[config.mk]
export PLATFORM = sky130hd
export DESIGN_NAME = clmul_seq_flat
export DESIGN_NICKNAME = d
export VERILOG_FILES = /design/src/rtl/clmul_seq_if.sv /design/src/rtl/clmul_seq.sv /design/src/flat_wrapper.sv
export SDC_FILE = /design/constraint.sdc
export NUM_CORES = 1
export LEC_CHECK = 0
export ABC_AREA = 1
export CORE_UTILIZATION = 54
export CTS_CLUSTER_SIZE = 10
export DETAILED_ROUTE_END_ITERATION = 6
export MAX_ROUTING_LAYER = met4
export PLACE_DENSITY = 0.85
export SLEW_MARGIN = 20
export SYNTH_ARGS = -nofsm -noshare
export SYNTH_HDL_FRONTEND = slang
export SYNTH_SLANG_ARGS = --single-unit
[constraint.sdc]
create_clock -name clk -period 1.7 [get_ports clk]
set_clock_uncertainty 0.2 [all_clocks]
set_input_delay 0.17 -clock clk [delete_from_list [all_inputs] [get_ports clk]]
set_output_delay 0.17 -clock clk [all_outputs]
set_load 0.005 [all_outputs]
[src/rtl/clmul_seq_if.sv]
// Request/result handshake bundle for the sequential carryless multiplier.
// The master drives requests and the consumer's ready; the slave returns the result.
interface clmul_seq_if #(
   parameter int WIDTH = 8
) ();
   logic                 in_valid;
   logic                 in_ready;
   logic [WIDTH-1:0]     a;
   logic [WIDTH-1:0]     b;
   logic                 mode;
   logic [WIDTH-1:0]     poly;
   logic                 out_valid;
   logic                 out_ready;
   logic [2*WIDTH-2:0]   y;

   modport master (
      output in_valid, a, b, mode, poly, out_ready,
      input  in_ready, out_valid, y
   );

   modport slave (
      input  in_valid, a, b, mode, poly, out_ready,
      output in_ready, out_valid, y
   );
endinterface

[src/rtl/clmul_seq.sv]
// Digit-serial GF(2) multiplier: consumes DIGIT bits of b per cycle, MSB first,
// returning either the full carryless product or the product reduced modulo x^WIDTH + poly.
module clmul_seq #(
   parameter int WIDTH = 8,
   parameter int DIGIT = 2
) (
   input  logic        clk,
   input  logic        rst,
   clmul_seq_if.slave  bus
);
   localparam int CYCLES = WIDTH / DIGIT;
   localparam int YW     = 2 * WIDTH - 1;
   localparam int CW     = (CYCLES > 1) ? $clog2(CYCLES) : 1;
   localparam logic [CW-1:0] LAST_CNT = CW'(CYCLES - 1);
   localparam logic [YW-1:0] LOW_MASK = {{(WIDTH-1){1'b0}}, {WIDTH{1'b1}}};

   typedef enum logic [1:0] {
      IDLE = 2'd0,
      BUSY = 2'd1,
      DONE = 2'd2
   } state_e;

   state_e            state_q, state_d;
   logic [WIDTH-1:0]  a_q, a_d;
   logic [WIDTH-1:0]  b_q, b_d;
   logic [WIDTH-1:0]  poly_q, poly_d;
   logic              mode_q, mode_d;
   logic [YW-1:0]     acc_q, acc_d;
   logic [CW-1:0]     cnt_q, cnt_d;
   logic [YW-1:0]     y_q, y_d;
   logic              in_ready_q, in_ready_d;
   logic              out_valid_q, out_valid_d;
   logic [YW-1:0]     step_s;

   // One Horner step per multiplier bit: acc = acc*x (+ reduction) then add a when the bit is set.
   // In reduced mode acc never exceeds WIDTH bits, so the bit shifted out of position WIDTH-1
   // is folded back through poly.
   function automatic logic [YW-1:0] step_f(
      input logic [YW-1:0]    acc,
      input logic [WIDTH-1:0] op_a,
      input logic [DIGIT-1:0] dig,
      input logic             red,
      input logic [WIDTH-1:0] p
   );
      logic [YW-1:0] r;
      logic [YW-1:0] a_ext;
      logic [YW-1:0] p_ext;
      logic          top;
      a_ext = {{(WIDTH-1){1'b0}}, op_a};
      p_ext = {{(WIDTH-1){1'b0}}, p};
      r     = acc;
      for (int i = DIGIT - 1; i >= 0; i--) begin
         top = r[WIDTH-1];
         r   = {r[YW-2:0], 1'b0};
         if (red) begin
            r = r & LOW_MASK;
            if (top) begin
               r = r ^ p_ext;
            end else begin
               r = r;
            end
         end else begin
            r = r;
         end
         if (dig[i]) begin
            r = r ^ a_ext;
         end else begin
            r = r;
         end
      end
      return r;
   endfunction

   // Datapath step for the digit currently at the top of the multiplier register.
   always_comb begin
      step_s = step_f(acc_q, a_q, b_q[WIDTH-1 -: DIGIT], mode_q, poly_q);
   end

   // Next-state and datapath control for the IDLE/BUSY/DONE sequencer.
   always_comb begin
      state_d     = state_q;
      a_d         = a_q;
      b_d         = b_q;
      poly_d      = poly_q;
      mode_d      = mode_q;
      acc_d       = acc_q;
      cnt_d       = cnt_q;
      y_d         = y_q;
      case (state_q)
         IDLE: begin
            if (bus.in_valid) begin
               a_d     = bus.a;
               b_d     = bus.b;
               poly_d  = bus.poly;
               mode_d  = bus.mode;
               acc_d   = '0;
               cnt_d   = '0;
               state_d = BUSY;
            end else begin
               state_d = IDLE;
            end
         end
         BUSY: begin
            acc_d = step_s;
            b_d   = b_q << DIGIT;
            if (cnt_q == LAST_CNT) begin
               cnt_d   = '0;
               y_d     = step_s;
               state_d = DONE;
            end else begin
               cnt_d   = cnt_q + CW'(1);
               state_d = BUSY;
            end
         end
         DONE: begin
            if (bus.out_ready) begin
               state_d = IDLE;
            end else begin
               state_d = DONE;
            end
         end
         default: begin
            state_d = IDLE;
         end
      endcase
      in_ready_d  = (state_d == IDLE);
      out_valid_d = (state_d == DONE);
   end

   // State and datapath registers; reset discards any operation in flight.
   always_ff @(posedge clk) begin
      if (rst) begin
         state_q     <= IDLE;
         a_q         <= '0;
         b_q         <= '0;
         poly_q      <= '0;
         mode_q      <= 1'b0;
         acc_q       <= '0;
         cnt_q       <= '0;
         y_q         <= '0;
         in_ready_q  <= 1'b1;
         out_valid_q <= 1'b0;
      end else begin
         state_q     <= state_d;
         a_q         <= a_d;
         b_q         <= b_d;
         poly_q      <= poly_d;
         mode_q      <= mode_d;
         acc_q       <= acc_d;
         cnt_q       <= cnt_d;
         y_q         <= y_d;
         in_ready_q  <= in_ready_d;
         out_valid_q <= out_valid_d;
      end
   end

   assign bus.in_ready  = in_ready_q;
   assign bus.out_valid = out_valid_q;
   assign bus.y         = y_q;
endmodule

[src/flat_wrapper.sv]
// flat-port wrapper written by rule: the top's interface ports become plain ports
module clmul_seq_flat 
#(
   parameter int WIDTH = 8,
   parameter int DIGIT = 2
)
  (clk, rst, bus_in_valid, bus_a, bus_b, bus_mode, bus_poly, bus_out_ready, bus_in_ready, bus_out_valid, bus_y);
  clmul_seq_if #(.WIDTH(WIDTH)) bus_i ();
  input  logic clk;
  input  logic rst;
  input wire logic [$bits(bus_i.in_valid)-1:0] bus_in_valid;
  input wire logic [$bits(bus_i.a)-1:0] bus_a;
  input wire logic [$bits(bus_i.b)-1:0] bus_b;
  input wire logic [$bits(bus_i.mode)-1:0] bus_mode;
  input wire logic [$bits(bus_i.poly)-1:0] bus_poly;
  input wire logic [$bits(bus_i.out_ready)-1:0] bus_out_ready;
  output wire logic [$bits(bus_i.in_ready)-1:0] bus_in_ready;
  output wire logic [$bits(bus_i.out_valid)-1:0] bus_out_valid;
  output wire logic [$bits(bus_i.y)-1:0] bus_y;
  assign bus_i.in_valid = bus_in_valid;
  assign bus_i.a = bus_a;
  assign bus_i.b = bus_b;
  assign bus_i.mode = bus_mode;
  assign bus_i.poly = bus_poly;
  assign bus_i.out_ready = bus_out_ready;
  assign bus_in_ready = bus_i.in_ready;
  assign bus_out_valid = bus_i.out_valid;
  assign bus_y = bus_i.y;
  clmul_seq #(.WIDTH(WIDTH), .DIGIT(DIGIT)) u_core (.clk(clk), .rst(rst), .bus(bus_i));
endmodule
==> flow_summary.ini <==
[run_status]
status = completed

[worst_setup_path]
reg2reg_depth = 9
required_ns = 1.73
reg2reg_to = u_core.bus.y[0]$_SDFFE_PP0P_
crit_start = u_core.acc_q[6]$_SDFFE_PP0P_
cp-start-kind = flip-flop
cp_num_buf_inv = 2
cp_top_family = simple AND/OR/NAND/NOR gates
worstPathMaxFanout = 7
reg2reg_slack_ns = 0.14
critPathArrivalTime_ns = 1.59
slowest_stage = dfxtp_1
crit_end = u_core.bus.y[0]$_SDFFE_PP0P_
critPathKind = reg2reg
worstPathCellList = inv_1 > nand3_1 > nand2_2 > nand2_4 > nand2_4 > o21bai_1 > nand2_1 > o21bai_1 > inv_1
end_kind = flip-flop
path_depth = 9
cpPeakStageDelay_ns = 0.38
r2r_start = u_core.acc_q[6]$_SDFFE_PP0P_

[die]
start_util_pct = 57.36
io_pins = 46
chipWidth_um = 76.36
die_h_um = 76.36
dieArea_um2 = 5830
rows = 26
fp.coreArea_um2 = 5205

[power_and_ir_drop]
total_power_mw = 3.050
p_seq_share_pct = 49.3
p_sw_mw = 0.7903
pwr-share-clk_pct = 37.7
p_int_mw = 2.260
swShare_pct = 25.91
irDropWorstVdd_v = 0.0005885
p_comb_share_pct = 13.0
power_density_nw_per_um2 = 813.4
p_leak_nw = 1.675

[detailed_routing]
viasPerCell = 5.107
wl_per_cell_um = 12.07
drt-total-wl_um = 6786
initialDrtViolationCount = 177
ant_nets = 0
dr_total_vias = 2870
drt_pass1_iterations = 6
drc = 0

[grt]
grt-ovfl-total = 0
grtUsageTotal_pct = 25.55
antenna_found_initial = 0
grt_max_degree = 33
grt_pass1_wl_um = 11720
grt_pass1_vias = 2747

[synthesis]
yosys.area.top_type = dfxtp_1
yosysUniqueCellTypes = 27
syn_inst = 436
yosysSeqAreaShare_pct = 39.56
synth-seq-cells = 59
yosysWarnings = 0
syn_area_um2 = 2985
synth.area.top_cells = dfxtp_1, nand2_1, nand3_1
syn-num-nets = 466
avgSynthCellArea_um2 = 6.847
synth_top_area_share_pct = 39.56

[place]
gp_congestion = 0.8752
hpwl_um = 4908
place_area_um2 = 3508
placedCellCount = 546
numPortBuffers = 45

[sta]
fin_crit_sh_pct = 91.88
maxSlewHeadroom_pct = 75.69
finalMaxSlewViolations = 0
tightest_slew_ns = 0.3647
period_needed_ns = 1.562
setup_viol = 0
fmax_mhz = 640.2
hold_viol_final = 0

[final_layout]
fin_nets = 518
final_cell_count_no_fill = 562
nFillCells = 434
area_growth_pct = 25.61
drive_above_1_share_pct = 14.23
n_antenna_cell = 0
fin_area_um2 = 3750

[job]
cap_violations = 0

[cts]
cts_buffers = 9
cts_tree = yes
cts.sinks = 59
insertion_delay_ns = 0.33
htreeDepth = 3
hold_buffers = 0
clockRootBuffer = clkbuf_8
clkTransAtPathRegs_ns = 0.06
clk_path_buf_depth = 2

[hold_path]
worstHoldPathType = in2reg
worstHoldStart = bus_b[1]
-- final cells by class --
cell class                 count  area (µm²)  share of cell area (%)
inverter                      52       197.7                   5.272
clock inverter                 2       10.01                  0.2669
clock buffer                  13       168.9                   4.505
tap                           70       87.58                   2.336
timing repair buffer          62       606.8                   16.18
sequential                    59        1191                   31.77
multi-input combinational    304        1488                   39.67
-- cells by family (layout without fill, tap and decap cells) --
family	after synthesis	in the layout	share of synthesized area (%)
AND/OR/NAND/NOR	230	230	33.78
AO/OA/AOI/OAI	73	73	14.29
flip-flops	59	59	39.56
adder cells (fa/ha/maj)	1	1	0.4190
buffers and inverters	73	129	11.94
-- worst reg2reg max path: cells and delay by family, from the launching register on --
family,cells,cell delay (ns)
flip-flops,1,0.38
buffers and inverters,2,0.09
AND/OR/NAND/NOR,5,0.52
AO/OA/AOI/OAI,2,0.26
-- how the worst min path moves through the flow --
stage / end / slack [ns] / cells after the start
2_1_floorplan: u_core.poly_q[2]$_SDFFE_PP0P_ / 0.10 / 2
6_report: u_core.b_q[1]$_SDFFE_PP0P_ / 0.20 / 3
4_1_cts: u_core.b_q[1]$_SDFFE_PP0P_ / 0.20 / 3
5_1_grt: u_core.b_q[1]$_SDFFE_PP0P_ / 0.23 / 3
3_5_place_dp: u_core.b_q[1]$_SDFFE_PP0P_ / 0.25 / 2
3_3_place_gp: u_core.acc_q[10]$_SDFFE_PP0P_ / 0.25 / 2
-- power groups by stage --
stage	combinational, mW	clock, mW	sequential [mW]
after floorplan	0.254	0	1.51
after global placement	0.375	0	1.53
after detailed placement	0.386	0	1.53
after CTS	0.389	1.16	1.50
after global routing	0.441	1.23	1.51
final	0.398	1.15	1.50
-- Yosys cell counts --
library cell and number:
nand3_2 1, nand2_1 134, a21oi_1 25, ha_1 1, inv_2 3, clkinv_2 1
nand3b_1 2, a31oi_1 6, nor2_1 38, clkbuf_8 3, nor2_4 3, o21bai_1 8
or2_2 1, nor2_2 1, nand3_1 41, clkbuf_1 7, dfxtp_1 59, buf_6 6
o21ai_0 27, clkinv_1 3, a21oi_2 4, inv_1 45, nand2_4 6, o21bai_2 3
nand4_1 1, buf_2 5, nand2_2 2
-- layer usage --
metal | GRT usage [%] | vias up | wire length (µm)
met1 | 28.32 | 1322 | 2914
li1 | - | 1479 | -
met2 | 46.13 | 51 | 3512
met5 | - | - | 0
met3 | 3.473 | 18 | 231
met4 | 10.00 | 0 | 127
-- state kept, by name (all words and copies together), names as in the netlist --
name                  count
u_core.acc_q             13
u_core.state_q            2
u_core.bus.in_ready       1
u_core.poly_q             8
u_core.bus.out_valid      1
u_core.b_q                8
u_core.cnt_q              2
u_core.mode_q             1
u_core.a_q                8
u_core.bus.y             15
-- cells in the final DEF, fill, tap and decap left out, types with 3 or more instances in the layout --
cell and count:
a21oi_1 25, a21oi_2 4, a31oi_1 6, buf_4 14, clkbuf_8 12, clkdlybuf4s50_1 45, clkinv_1 3, dfxtp_1 55
inv_1 42, inv_2 6, nand2_1 129, nand2_2 6, nand2_4 7, nand3_1 40, nor2_1 37, nor2_4 3
o21ai_0 27, o21bai_1 8, o21bai_2 3
-- through the flow --
| step | setup slack, ns | setup TNS, ns | utilization [%] | hold WS, ns |
|---|---|---|---|---|
| floorplan | 0.2666 | 0 | - | 0.1049 |
| global placement | 0.08144 | 0 | 67.40 | 0.2466 |
| detailed placement | 0.01636 | 0 | 67.40 | 0.2542 |
| CTS | 0.04681 | 0 | 70.84 | 0.1975 |
| global route | -0.01325 | -0.01611 | 72.04 | 0.2276 |
| finish | 0.1381 | 0 | 72.04 | 0.1963 |
-- repair_timing --
action,in CTS,in global routing
setup endpoints to repair,1,15
pin swaps,0,8
gates resized for setup,1,20
buffers inserted,0,1
(Power assumes the default switching activity.)
